### config.mk
export PLATFORM = sky130hd
export DESIGN_NAME = parity_frame_rx_flat
export DESIGN_NICKNAME = d
export VERILOG_FILES = /design/src/rtl/parity_frame_rx_if.sv /design/src/rtl/parity_frame_rx.sv /design/src/flat_wrapper.sv
export SDC_FILE = /design/constraint.sdc
export NUM_CORES = 1
export LEC_CHECK = 0
export ABC_CLOCK_PERIOD_IN_PS = 3900
export CAP_MARGIN = 20
export CORE_UTILIZATION = 54
export CTS_CLUSTER_DIAMETER = 200
export CTS_CLUSTER_SIZE = 28
export DETAILED_ROUTE_END_ITERATION = 10
export PLACE_DENSITY = 0.84
export SYNTH_ARGS = -nofsm -noshare
export SYNTH_HDL_FRONTEND = slang
export SYNTH_SLANG_ARGS = --single-unit
### constraint.sdc
create_clock -name clk -period 3.9 [get_ports clk]
set_clock_uncertainty 0.15 [all_clocks]
set_input_delay 0.78 -clock clk [delete_from_list [all_inputs] [get_ports clk]]
set_output_delay 0.78 -clock clk [all_outputs]
set_load 0.01 [all_outputs]
### src/rtl/parity_frame_rx_if.sv
// ----------------------------------------------------------------------------
// parity_frame_rx_if
//   Bundles the serial input stream and the valid/ready word output of the
//   parity frame receiver.
//
//   Input stream (driven by the master):
//     in_valid   qualifies in_sof / in_bit for the current cycle
//     in_sof     marks in_bit as data bit 0 of a new frame
//     in_bit     serial data or parity bit
//   Output side:
//     out_valid  out_data / out_err hold a received frame   (receiver drives)
//     out_ready  consumer accepts when out_valid && out_ready (master drives)
//     out_data   reassembled word, bit0 = first bit received (receiver drives)
//     out_err    parity mismatch flag for out_data           (receiver drives)
//     abort      1-cycle pulse: partial frame discarded      (receiver drives)
//     overrun    1-cycle pulse: unread frame overwritten     (receiver drives)
//
//   The slave modport is the receiver's view; the master modport is the view of
//   whatever feeds bits in and consumes words.
// ----------------------------------------------------------------------------
interface parity_frame_rx_if #(
    parameter int DATA_BITS = 5
);
    logic                 in_valid;
    logic                 in_sof;
    logic                 in_bit;
    logic                 out_valid;
    logic                 out_ready;
    logic [DATA_BITS-1:0] out_data;
    logic                 out_err;
    logic                 abort;
    logic                 overrun;

    modport master (
        output in_valid, in_sof, in_bit, out_ready,
        input  out_valid, out_data, out_err, abort, overrun
    );

    modport slave (
        input  in_valid, in_sof, in_bit, out_ready,
        output out_valid, out_data, out_err, abort, overrun
    );
endinterface

### src/rtl/parity_frame_rx.sv
// ----------------------------------------------------------------------------
// parity_frame_rx
//   Receives framed serial bits (DATA_BITS data bits LSB first, then one
//   parity bit), reassembles the word, recomputes parity and presents the
//   result through a one-entry valid/ready holding register.
//
//   Ports:
//     clk   rising-edge clock
//     rst   synchronous reset, active-high
//     bus   parity_frame_rx_if.slave (serial input, word output, status pulses)
//
//   Parameters:
//     DATA_BITS   data bits per frame (>= 1), parity bit is extra
//     ODD_PARITY  0: XOR of data and parity must be 0; 1: it must be 1
// ----------------------------------------------------------------------------
module parity_frame_rx #(
    parameter int DATA_BITS  = 5,
    parameter int ODD_PARITY = 0
) (
    input  logic               clk,
    input  logic               rst,
    parity_frame_rx_if.slave   bus
);
    localparam int             CW   = $clog2(DATA_BITS + 1);
    localparam logic [CW-1:0]  LAST = CW'(DATA_BITS - 1);
    localparam logic           ODD  = (ODD_PARITY != 0);

    typedef enum logic [1:0] {
        IDLE,
        DATA,
        PAR
    } state_t;

    state_t               state_q, state_d;
    logic [DATA_BITS-1:0] shift_q, shift_d;
    logic [CW-1:0]        count_q, count_d;
    logic                 par_q, par_d;
    logic                 complete;
    logic                 frame_err;
    logic                 abort_d;

    logic                 out_valid_q;
    logic [DATA_BITS-1:0] out_data_q;
    logic                 out_err_q;
    logic                 abort_q;
    logic                 overrun_q;

    // Next-state / datapath decode. Only cycles with in_valid move anything.
    always_comb begin
        // NOTE: every signal written here gets a default first so no path
        // leaves it unassigned, which would otherwise infer a latch.
        state_d   = state_q;
        shift_d   = shift_q;
        count_d   = count_q;
        par_d     = par_q;
        complete  = 1'b0;
        frame_err = 1'b0;
        abort_d   = 1'b0;

        if (bus.in_valid) begin
            if (bus.in_sof) begin
                // A start bit always begins a fresh frame; if one was in
                // progress it is dropped and reported.
                abort_d = (state_q != IDLE);
                shift_d = DATA_BITS'(bus.in_bit);
                par_d   = bus.in_bit;
                count_d = CW'(1);
                if (DATA_BITS == 1) state_d = PAR;
                else                state_d = DATA;
            end else begin
                unique case (state_q)
                    IDLE: ;  // stray bit outside a frame: ignored
                    DATA: begin
                        // shift_q was cleared at sof, so OR-ing places the bit
                        shift_d = shift_q | (DATA_BITS'(bus.in_bit) << count_q);
                        par_d   = par_q ^ bus.in_bit;
                        count_d = count_q + CW'(1);
                        if (count_q == LAST) state_d = PAR;
                    end
                    PAR: begin
                        complete  = 1'b1;
                        frame_err = par_q ^ bus.in_bit ^ ODD;
                        state_d   = IDLE;
                    end
                    default: state_d = IDLE;
                endcase
            end
        end
    end

    // Frame assembly state.
    always_ff @(posedge clk) begin
        // NOTE: clocked state uses non-blocking assignments so every register
        // samples the pre-edge values, independent of statement order.
        if (rst) begin
            state_q <= IDLE;
            shift_q <= '0;
            count_q <= '0;
            par_q   <= 1'b0;
        end else begin
            state_q <= state_d;
            shift_q <= shift_d;
            count_q <= count_d;
            par_q   <= par_d;
        end
    end

    // One-entry output holding register plus status pulses.
    always_ff @(posedge clk) begin
        if (rst) begin
            out_valid_q <= 1'b0;
            out_data_q  <= '0;
            out_err_q   <= 1'b0;
            abort_q     <= 1'b0;
            overrun_q   <= 1'b0;
        end else begin
            abort_q   <= abort_d;
            overrun_q <= 1'b0;
            if (complete) begin
                // A held word that is being accepted this same cycle is not lost.
                out_valid_q <= 1'b1;
                out_data_q  <= shift_q;
                out_err_q   <= frame_err;
                overrun_q   <= out_valid_q && !bus.out_ready;
            end else if (out_valid_q && bus.out_ready) begin
                out_valid_q <= 1'b0;
            end
        end
    end

    assign bus.out_valid = out_valid_q;
    assign bus.out_data  = out_data_q;
    assign bus.out_err   = out_err_q;
    assign bus.abort     = abort_q;
    assign bus.overrun   = overrun_q;

endmodule
### src/flat_wrapper.sv
// flat-port wrapper written by rule: the top's interface ports become plain ports
module parity_frame_rx_flat 
#(
    parameter int DATA_BITS  = 5,
    parameter int ODD_PARITY = 0
)
  (clk, rst, bus_in_valid, bus_in_sof, bus_in_bit, bus_out_ready, bus_out_valid, bus_out_data, bus_out_err, bus_abort, bus_overrun);
  parity_frame_rx_if #(.DATA_BITS(DATA_BITS)) bus_i ();
  input  logic clk;
  input  logic rst;
  input wire logic [$bits(bus_i.in_valid)-1:0] bus_in_valid;
  input wire logic [$bits(bus_i.in_sof)-1:0] bus_in_sof;
  input wire logic [$bits(bus_i.in_bit)-1:0] bus_in_bit;
  input wire logic [$bits(bus_i.out_ready)-1:0] bus_out_ready;
  output wire logic [$bits(bus_i.out_valid)-1:0] bus_out_valid;
  output wire logic [$bits(bus_i.out_data)-1:0] bus_out_data;
  output wire logic [$bits(bus_i.out_err)-1:0] bus_out_err;
  output wire logic [$bits(bus_i.abort)-1:0] bus_abort;
  output wire logic [$bits(bus_i.overrun)-1:0] bus_overrun;
  assign bus_i.in_valid = bus_in_valid;
  assign bus_i.in_sof = bus_in_sof;
  assign bus_i.in_bit = bus_in_bit;
  assign bus_i.out_ready = bus_out_ready;
  assign bus_out_valid = bus_i.out_valid;
  assign bus_out_data = bus_i.out_data;
  assign bus_out_err = bus_i.out_err;
  assign bus_abort = bus_i.abort;
  assign bus_overrun = bus_i.overrun;
  parity_frame_rx #(.DATA_BITS(DATA_BITS), .ODD_PARITY(ODD_PARITY)) u_core (.clk(clk), .rst(rst), .bus(bus_i));
endmodule
After elaboration in Yosys (flattened, before gate mapping)
Cells that the tools add are included.
Storage, ports and cells
  register bits after elaboration: 20
  input port bits: 6
  output and inout bits: 9
  logic and storage cells: 49
Cells by class
  $add $sub $neg: 1
  equal/unequal tests: 5
  shifts and indexed selects: 1
  mux-type cells: 17
  bitwise gates (word level): 5
  reduce and logical (&&, ||, !) cells: 11
Operator list (number)
  $mux 1: 10
  $mux 5: 2
  $mux 3: 2
  $reduce_bool 2->1: 3
  $or 5x5->5: 1
  $shl 1x3->5: 1
  $mux 2: 2
  $pmux 2 s2: 1
  $add 3x1->3 const B: 1
  $eq 3x3->1 const B: 1
  $ne 3x2->1 const B: 1
  $not 1->1: 3
  $reduce_and 3->1: 1
  $reduce_or 3->1: 1
  $eq 2x1->1 const B: 1
  $eq 2x2->1 const B: 1
  $logic_and 1x1->1: 2
  $logic_not 2->1: 1
  $ne 2x2->1 const B: 1
  $reduce_and 2->1: 1
  $reduce_or 2->1: 1
  $logic_not 1->1: 1
  $xor 1x1->1: 1

Depth between registers and ports, before layout
Gate-level depths: netlist (run 1).
  depth in word-level cells: 6
  gate-level depth with buffers: 5
  gate-level depth less buffers: 5

Least setup slack after synthesis (run 1)
Ideal clock, no wire load.
  path kind: input port to flip-flop
  start point: input port bus_in_sof
  end point: register u_core.count_q[2]
  library setup time: 74 ps
  data arrival time: 1542 ps
  data required time: 3676 ps
  slack: 2133 ps
  stages: 3
  path buffers: 1
  path through: buf_6 > or4_1 > a31oi_1
On the way
  longest elaborated chain between the ends: 2
  elaborated cells on any way between the ends: 3
  classes of those cells: mux: 1; reduce/logical: 2
RTL lines
  from (decl): RTL line flat_wrapper.sv:12  | input wire logic [$bits(bus_i.in_sof)-1:0] bus_in_sof;
  $reduce_bool 2->1 (no source line)
  $reduce_and 2->1 (no source line)
  to (signal assigned): RTL line parity_frame_rx.sv:103  | count_q <= count_d;
  to (decl): RTL line parity_frame_rx.sv:36  | logic [CW-1:0] count_q, count_d;
Parallel ways exist; a longest one is shown, timed or not.
A chain may end at the register's enable or synchronous reset.

==> flow_summary.json, run 1 <==
{
  "p_leak_nw": 0.3529,
  "netlist_area_um2": 878.3,
  "n_antenna_cell": 0,
  "ys.flop_type": "dfxtp_1",
  "critPathMaxFanout": 18,
  "endpoint_kind": "register",
  "synth.largest_area_cell": "dfxtp_1",
  "grt-ovfl-total": 0,
  "yosysMostFrequentCell": "dfxtp_1",
  "tns_ns": 0,
  "synthTopCellsByCount": "dfxtp_1, nor2_1, nand2_1",
  "cts_root_buffer": "clkbuf_4",
  "grt_pass1_vias": 618,
  "die_w_um": 42.33,
  "gp_congestion": 0.7490,
  "port_buffers": 14,
  "dp_hpwl_um": 1115,
  "io_pins": 15,
  "synth.area.top_cells": "dfxtp_1, mux2i_1, and4bb_2",
  "vias": 698,
  "grt_pass1_wl_um": 2497,
  "cap_violations": 0,
  "fin_nets": 114,
  "postSynth.asyncResetShare_pct": 0,
  "dp_cells": 117,
  "track_usage_pct": 18.27,
  "rows": 14,
  "cts_hold_buf": 0,
  "worst_pin_slew_ns": 0.6119,
  "post-cts-setup-buffers": 0,
  "placed_cell_area_um2": 992.2,
  "stdcell_area_mm2": 0.001028,
  "status": "complete, no violations",
  "die_h_um": 42.33,
  "final_hold_viol_count": 0,
  "arrival_ns": 2.26,
  "post-synth-top-area-fraction_pct": 45.58,
  "fin_crit_ns": 2.189,
  "core_area_mm2": 0.001506,
  "fin_crit_sh_pct": 56.12,
  "start_kind": "input pin",
  "syn-num-nets": 101,
  "tritoncts": "built",
  "antenna_found_initial": 0,
  "path_class": "input pin to register",
  "drt_first_pass_iters": 4,
  "syn_to_final_growth_pct": 17.09,
  "drive_gt1_share_pct": 8.571,
  "initialDrtViolationCount": 9,
  "fmax_ghz": 0.4569,
  "h-tree-depth": 1,
  "die-area_mm2": 0.001792,
  "instances_no_fill": 121,
  "routed_via_density": 5.769,
  "critPathRequiredTime_ns": 3.97,
  "relSlewSlack_pct": 59.08,
  "cts_buffers": 3,
  "ys_seq_area_share_pct": 45.58,
  "cts_buffer_depth": 2,
  "yosys_warnings": 0,
  "initial_core_util_pct": 58.31,
  "synth_area_per_cell_um2": 9.445,
  "final_max_slew_viol_count": 0,
  "drc": 0,
  "synthCells": 93,
  "worstSkewPairLatency_ns": 0.30,
  "clkSinkCount": 20,
  "synth_edf_count": 0,
  "ant_nets": 0,
  "path_clk_slew_ns": 0.11,
  "setup_viol": 0,
  "hold_path.class": "register to register",
  "synth_seq_cells": 20,
  "rsz0062_at_grt": "false",
  "wirelength_um": 1567,
  "wire_per_inst_um": 12.95,
  "powerDensity_mw_per_mm2": 347.6,
  "ctsResizeCount": 0,
  "grt_max_degree": 19,
  "ys_types": 31,
  "ir_drop_v": 0.0002887
}
-- stage by stage --
| step | power [mW] | hold slack, ns | utilization (%) | setup WS, ns |
|---|---|---|---|---|
| 2_1_floorplan | 0.2350 | 0.2748 | - | 2.133 |
| 3_3_place_gp | 0.2423 | 0.2917 | 65.86 | 1.400 |
| 3_5_place_dp | 0.2430 | 0.3015 | 65.86 | 1.394 |
| 4_1_cts | 0.3585 | 0.3245 | 68.27 | 1.703 |
| 5_1_grt | 0.3683 | 0.3453 | 68.27 | 1.560 |
| 6_report | 0.3575 | 0.3230 | 68.27 | 1.711 |
-- layout by cell type (no fill, tap or decap), types with 3 or more instances in the layout --
master | synthesis | final
a21oi_1 | 5 | 5
and4bb_2 | 3 | 3
clkbuf_4 | 0 | 3
clkdlybuf4s50_1 | 0 | 14
dfxtp_1 | 20 | 20
inv_1 | 4 | 4
mux2i_1 | 5 | 5
nand2_1 | 7 | 7
nand3b_1 | 3 | 3
nor2_1 | 10 | 10
o21ai_0 | 3 | 3
o31ai_1 | 5 | 5
-- worst max-delay path: stages --
cell	delay, ns
clkdlybuf4s50_1	0.72
a21oi_2	0.42
inv_1	0.10
o31ai_1	0.23
-- layer usage --
metal | routed length [µm] | global-route usage, %
met2 | 758 | 30.15
met1 | 724 | 22.25
met4 | 18 | 7.500
met5 | 0 | 0
met3 | 65 | 5.172
-- cells by family after synthesis --
| logic type | after synthesis | synth area share (%) |
|---|---|---|
| flip-flops | 20 | 45.58 |
| adder cells (fa/ha/maj) | 2 | 2.849 |
| AND/OR/NAND/NOR | 33 | 21.66 |
| buffers and inverters | 11 | 7.405 |
| multiplexers | 5 | 5.698 |
| XOR/XNOR | 1 | 0.9973 |
| AO/OA/AOI/OAI | 21 | 15.81 |
-- cell type report --
class / count / area (µm²)
tap: 16 / 20.02
fill: 121 / 478.0
sequential: 20 / 400.4
multi-input combinational: 62 / 412.9
clock buffer: 4 / 36.28
inverter: 5 / 18.77
timing repair buffer: 14 / 140.1
-- registers in the layout, indices dropped and copies added (netlist names) --
| name | count |
|---|---|
| u_core.bus.out_valid | 1 |
| u_core.bus.out_data | 5 |
| u_core.count_q | 3 |
| u_core.bus.abort | 1 |
| u_core.shift_q | 5 |
| u_core.bus.out_err | 1 |
| u_core.bus.overrun | 1 |
| u_core.par_q | 1 |
| u_core.state_q | 2 |
-- path summary, 6_finish.rpt --
check / from / end / slack, ns / cells past startpoint
max reg2reg: u_core.count_q[0] / u_core.count_q[2] / 2.35 / 4
min: u_core.shift_q[2] / u_core.shift_q[2] / 0.32 / 2
max: rst / u_core.shift_q[3] / 1.71 / 4
min reg2reg: u_core.shift_q[2] / u_core.shift_q[2] / 0.32 / 2
-- report_power, final --
| part | internal, mW | total (mW) | leakage (nW) | switching (mW) |
|---|---|---|---|---|
| registers | 0.207 | 0.211 | 0.162 | 0.00400 |
| clock network | 0.0570 | 0.119 | 0.0210 | 0.0618 |
| logic | 0.0123 | 0.0273 | 0.170 | 0.0150 |
Note: power is estimated with default switching activity, not from simulation.
==> run 2: changes to the inputs <==
--- a/config.mk
+++ b/config.mk
@@ -5,13 +5,13 @@
 export SDC_FILE = /design/constraint.sdc
 export NUM_CORES = 1
 export LEC_CHECK = 0
-export ABC_CLOCK_PERIOD_IN_PS = 3900
+export ABC_CLOCK_PERIOD_IN_PS = 2300
 export CAP_MARGIN = 20
-export CORE_UTILIZATION = 54
+export CORE_UTILIZATION = 50
 export CTS_CLUSTER_DIAMETER = 200
 export CTS_CLUSTER_SIZE = 28
 export DETAILED_ROUTE_END_ITERATION = 10
-export PLACE_DENSITY = 0.84
+export PLACE_DENSITY = 0.79
 export SYNTH_ARGS = -nofsm -noshare
 export SYNTH_HDL_FRONTEND = slang
 export SYNTH_SLANG_ARGS = --single-unit
==> constraint.sdc (replaced) <==
create_clock -name clk -period 2.3 [get_ports clk]
set_clock_uncertainty 0.15 [all_clocks]
set_input_delay 0.46 -clock clk [delete_from_list [all_inputs] [get_ports clk]]
set_output_delay 0.46 -clock clk [all_outputs]
set_load 0.01 [all_outputs]
==> flow_summary.json, run 2 (same netlist as run 1, synthesis figures left out) <==
{
  "swShare_pct": 20.61,
  "drt_first_pass_iters": 7,
  "comb_power_share_pct": 7.2,
  "clkSinkCount": 20,
  "cts_buffers": 3,
  "status": "finished, violations left",
  "placed_cell_area_mm2": 0.001007,
  "final-seq-area_um2": 400.4,
  "final_cell_mix": "dfxtp_1, clkdlybuf4s50_1, nor2_1",
  "start_kind": "input pin",
  "hold_slack_ns": 0.3152,
  "die-area_mm2": 0.001928,
  "die_w_um": 43.91,
  "wirelength_um": 1635,
  "min-delay-start": "u_core.shift_q[1]",
  "violations": "DRC",
  "antenna_found_initial": 0,
  "hold_path.class": "register to register",
  "pre_cts_ws_ns": 0.1558,
  "final_common_cell": "dfxtp_1",
  "cts_hold_buf": 0,
  "dr_wl_met3_um": 60,
  "powerDensity_mw_per_mm2": 655.0,
  "wire_per_inst_um": 13.29,
  "grt-ovfl-total": 0,
  "gp_congestion": 0.7983,
  "stdcell_area_mm2": 0.001060,
  "p_seq_share_pct": 51.6,
  "path_class": "input pin to register",
  "worstReg2RegEnd": "u_core.count_q[2]",
  "switching_power_mw": 0.1431,
  "ir_drop_v": 0.0003720,
  "p_leak_nw": 0.3694,
  "hold_path_depth": 2,
  "initial_core_util_pct": 55.71,
  "dp_hpwl_um": 1179,
  "cts_root_buffer": "clkbuf_4",
  "grt_pass1_wl_um": 2946,
  "fin_crit_sh_pct": 78.93,
  "setup_viol": 0,
  "rsz0062_at_grt": "false",
  "initialDrtViolationCount": 21,
  "reg2regPathDepth": 4,
  "final_hold_viol_count": 0,
  "critPathRequiredTime_ns": 2.36,
  "core_area_mm2": 0.001577,
  "endpoint_kind": "register",
  "grt_pass1_vias": 662,
  "timing.rr.start": "u_core.count_q[0]",
  "worstSkewPairLatency_ns": 0.31,
  "die_h_um": 43.91,
  "relSlewSlack_pct": 76.63,
  "final_max_slew_viol_count": 0,
  "pwr-share-clk_pct": 41.2,
  "ant_nets": 0,
  "cap_violations": 0,
  "rows": 14,
  "reg2reg_slack_ns": 0.77,
  "finalPower_mw": 0.6941,
  "fin_util_pct": 67.22,
  "tns_ns": 0,
  "met1_length_um": 770,
  "fmax_ghz": 0.5508,
  "worst_slack_ns": 0.4846,
  "dp_cells": 119,
  "routed-wl-met2_um": 761,
  "fin_nets": 116,
  "internal_power_mw": 0.5510,
  "arrival_ns": 1.87,
  "grt_max_degree": 18,
  "io_pins": 15,
  "fill_cells": 138,
  "syn_to_final_growth_pct": 20.66,
  "port_buffers": 14,
  "instances_no_fill": 123,
  "drive_gt1_share_pct": 10.28,
  "path_clk_slew_ns": 0.11,
  "h-tree-depth": 1,
  "critPathMaxFanout": 10,
  "ctsResizeCount": 0,
  "track_usage_pct": 20.70,
  "post-cts-setup-buffers": 0,
  "fin_crit_ns": 1.815,
  "highest_layer": "met4",
  "multi_input_area_um2": 412.9,
  "routed_via_density": 5.707,
  "n_antenna_cell": 0,
  "vias": 702,
  "cts_buffer_depth": 2,
  "hold_end": "u_core.shift_q[1]",
  "worst_pin_slew_ns": 0.3494,
  "drc": 3,
  "tritoncts": "built"
}
run 2: cell count changes in the layout (fill, tap and decap cells not counted), sizes merged:
cell    delta
clkbuf     -1
bufinv     +1
buf        +2
run 2: routing by layer:
layer | global-route usage, % | up-vias
met4 | 10.91 | 0
met5 | 0 | -
li1 | - | 358
met3 | 3.750 | 5
met1 | 27.76 | 325
met2 | 31.64 | 14
run 2: critical path, cell delays in order:
cell and delay [ns]:
clkdlybuf4s50_1 0.68, and4bb_2 0.44, mux2i_1 0.23, nor2_1 0.06
run 2: power groups by stage:
stage / registers (mW) / logic [mW] / clock network (mW)
6_report: 0.358 / 0.0497 / 0.286
5_1_grt: 0.360 / 0.0562 / 0.306
4_1_cts: 0.358 / 0.0499 / 0.294
3_5_place_dp: 0.366 / 0.0492 / 0
3_3_place_gp: 0.366 / 0.0480 / 0
2_1_floorplan: 0.364 / 0.0340 / 0
run 2: layout make-up:
class                      count  share of cell area [%]
multi-input combinational     62                   38.96
sequential                    20                   37.78
timing repair buffer          16                   14.64
clock inverter                 1                   2.834
clock buffer                   3                   2.125
tap                           16                   1.889
inverter                       5                   1.771
run 2: worst max path at each step:
stage / startpoint / to / slack [ns] / depth (start not counted)
finish: bus_in_valid / u_core.bus.out_data[0] / 0.48 / 4
floorplan: bus_in_sof / u_core.count_q[2] / 0.85 / 3
global placement: bus_in_valid / u_core.bus.out_data[2] / 0.21 / 4
CTS: u_core.bus.out_valid / bus_out_valid / 0.48 / 1
detailed placement: bus_in_valid / u_core.bus.out_data[0] / 0.16 / 4
global route: bus_in_valid / u_core.bus.out_data[2] / 0.40 / 4
==> run 3: changes to the inputs <==
--- a/config.mk
+++ b/config.mk
@@ -5,7 +5,7 @@
 export SDC_FILE = /design/constraint.sdc
 export NUM_CORES = 1
 export LEC_CHECK = 0
-export ABC_CLOCK_PERIOD_IN_PS = 2300
+export ABC_CLOCK_PERIOD_IN_PS = 1900
 export CAP_MARGIN = 20
 export CORE_UTILIZATION = 50
 export CTS_CLUSTER_DIAMETER = 200
==> constraint.sdc (replaced) <==
create_clock -name clk -period 1.9 [get_ports clk]
set_clock_uncertainty 0.15 [all_clocks]
set_input_delay 0.38 -clock clk [delete_from_list [all_inputs] [get_ports clk]]
set_output_delay 0.38 -clock clk [all_outputs]
set_load 0.01 [all_outputs]
==> flow_summary.json, run 3 (same netlist as run 1, synthesis figures left out) <==
{
  "status": "finished, violations left",
  "violations": "DRC",
  "p_leak_nw": 0.3819,
  "pwr-share-clk_pct": 33.8,
  "io_pins": 15,
  "critPathMaxFanout": 3,
  "endpoint_kind": "output pin",
  "grt_max_degree": 12,
  "start_kind": "register",
  "fin_crit_ns": 1.733,
  "arrival_ns": 1.20,
  "n_antenna_cell": 0,
  "die_w_um": 43.91,
  "critical_path.max_stage_delay_ns": 0.54,
  "wire_per_inst_um": 13.09,
  "drc": 2,
  "grt_pass1_wl_um": 2856,
  "relSlewSlack_pct": 79.77,
  "port_buffers": 14,
  "swShare_pct": 23.81,
  "cts_hold_buf": 0,
  "rows": 14,
  "critPathRequiredTime_ns": 1.37,
  "drt_first_pass_iters": 9,
  "fmax_ghz": 0.5771,
  "reg2reg_slack_ns": 0.40,
  "grt_pass1_vias": 670,
  "worstSkewPairLatency_ns": 0.31,
  "final_common_cell": "dfxtp_1",
  "gp_congestion": 0.8021,
  "post-cts-setup-buffers": 0,
  "final_max_slew_viol_count": 0,
  "clkSinkCount": 20,
  "initial_core_util_pct": 55.71,
  "finalPower_mw": 0.7565,
  "powerDensity_mw_per_mm2": 704.7,
  "path_clk_slew_ns": 0.11,
  "cap_violations": 0,
  "antenna_found_initial": 0,
  "critical_path.slowest_cell": "clkdlybuf4s50_1",
  "core_area_mm2": 0.001577,
  "final_cell_mix": "dfxtp_1, clkdlybuf4s50_1, nor2_1",
  "path_cells": "clkdlybuf4s50_1",
  "drive_gt1_share_pct": 13.51,
  "cp_top_family": "buffers and inverters",
  "comb_power_share_pct": 8.9,
  "fill_cells": 118,
  "final_hold_viol_count": 0,
  "switching_power_mw": 0.1801,
  "die_h_um": 43.91,
  "wirelength_um": 1662,
  "internal_power_mw": 0.5764,
  "vias": 737,
  "initialDrtViolationCount": 21,
  "rsz0062_at_grt": "false",
  "crit_buf_inv": 1,
  "fin_util_pct": 68.10,
  "p_seq_share_pct": 57.4,
  "cts_root_buffer": "clkbuf_4",
  "ant_nets": 0,
  "hold_end": "u_core.shift_q[1]",
  "fin_nets": 120,
  "reg2regPathDepth": 4,
  "routed_via_density": 5.803,
  "setup_viol": 0,
  "grt-ovfl-total": 0,
  "worstReg2RegEnd": "u_core.count_q[2]",
  "hold_path_depth": 2,
  "die-area_mm2": 0.001928,
  "ir_drop_v": 0.0003390,
  "track_usage_pct": 20.03,
  "cts_buffer_depth": 2,
  "hold_path.class": "register to register",
  "fin_crit_sh_pct": 91.20,
  "syn_to_final_growth_pct": 22.22,
  "dp_hpwl_um": 1190,
  "worst_pin_slew_ns": 0.3022,
  "timing.rr.start": "u_core.count_q[0]",
  "tritoncts": "built",
  "min-delay-start": "u_core.shift_q[1]",
  "path_class": "register to output pin",
  "cts_buffers": 3,
  "tns_ns": 0,
  "ctsResizeCount": 0,
  "h-tree-depth": 1
}
-- run 3: changes by cell type in the layout (fill, tap and decap cells not counted) --
cell	previous run	this run
clkbuf_8	0	1
bufinv_16	1	0
buf_4	2	6
-- run 3: cell type report --
cell class / count / area (µm²) / share of cell area [%]
Inverter: 5 / 18.77 / 1.748
Tap cell: 16 / 20.02 / 1.865
Timing Repair Buffer: 20 / 185.2 / 17.25
Clock buffer: 4 / 36.28 / 3.380
Sequential cell: 20 / 400.4 / 37.30
Multi-Input combinational cell: 62 / 412.9 / 38.46
-- run 3: how the worst max path moves through the flow --
stage,startpoint,to,slack (ns),depth (start not counted)
after floorplan,u_core.count_q[0],u_core.count_q[2],0.51,4
after global routing,u_core.bus.out_err,bus_out_err,0.12,1
final,u_core.bus.out_valid,bus_out_valid,0.17,1
after detailed placement,bus_in_valid,u_core.bus.out_data[0],0.008,4
after CTS,u_core.bus.out_valid,bus_out_valid,0.17,1
after global placement,bus_in_valid,u_core.bus.out_data[2],0.03,4
-- run 3: power by group through the flow --
| stage | logic [mW] | clock network [mW] | registers [mW] |
|---|---|---|---|
| after floorplan | 0.0412 | 0 | 0.441 |
| after global placement | 0.0651 | 0 | 0.443 |
| after detailed placement | 0.0660 | 0 | 0.443 |
| after CTS | 0.0671 | 0.253 | 0.434 |
| after global routing | 0.0742 | 0.272 | 0.435 |
| final | 0.0672 | 0.255 | 0.434 |
-- run 3: routing by layer --
metal	routed length (µm)	track usage (%)	part of all wire, %	vias up
met5	0	0	0	-
met3	98	3.750	5.9	6
met2	701	30.15	42	29
li1	-	-	-	367
met4	44	12.12	2.6	0
met1	817	26.55	49	335
-- run 3: metrics by stage --
| step | worst slack, ns | hold slack [ns] | area (µm²) | instances |
|---|---|---|---|---|
| floorplan | 0.5144 | 0.2748 | 878.3 | 93 |
| global placement | 0.03387 | 0.2995 | 1037 | 123 |
| detailed placement | 0.007980 | 0.3070 | 1037 | 123 |
| CTS | 0.1735 | 0.3268 | 1074 | 127 |
| global route | 0.1236 | 0.3429 | 1074 | 127 |
| finish | 0.1672 | 0.3230 | 1074 | 127 |
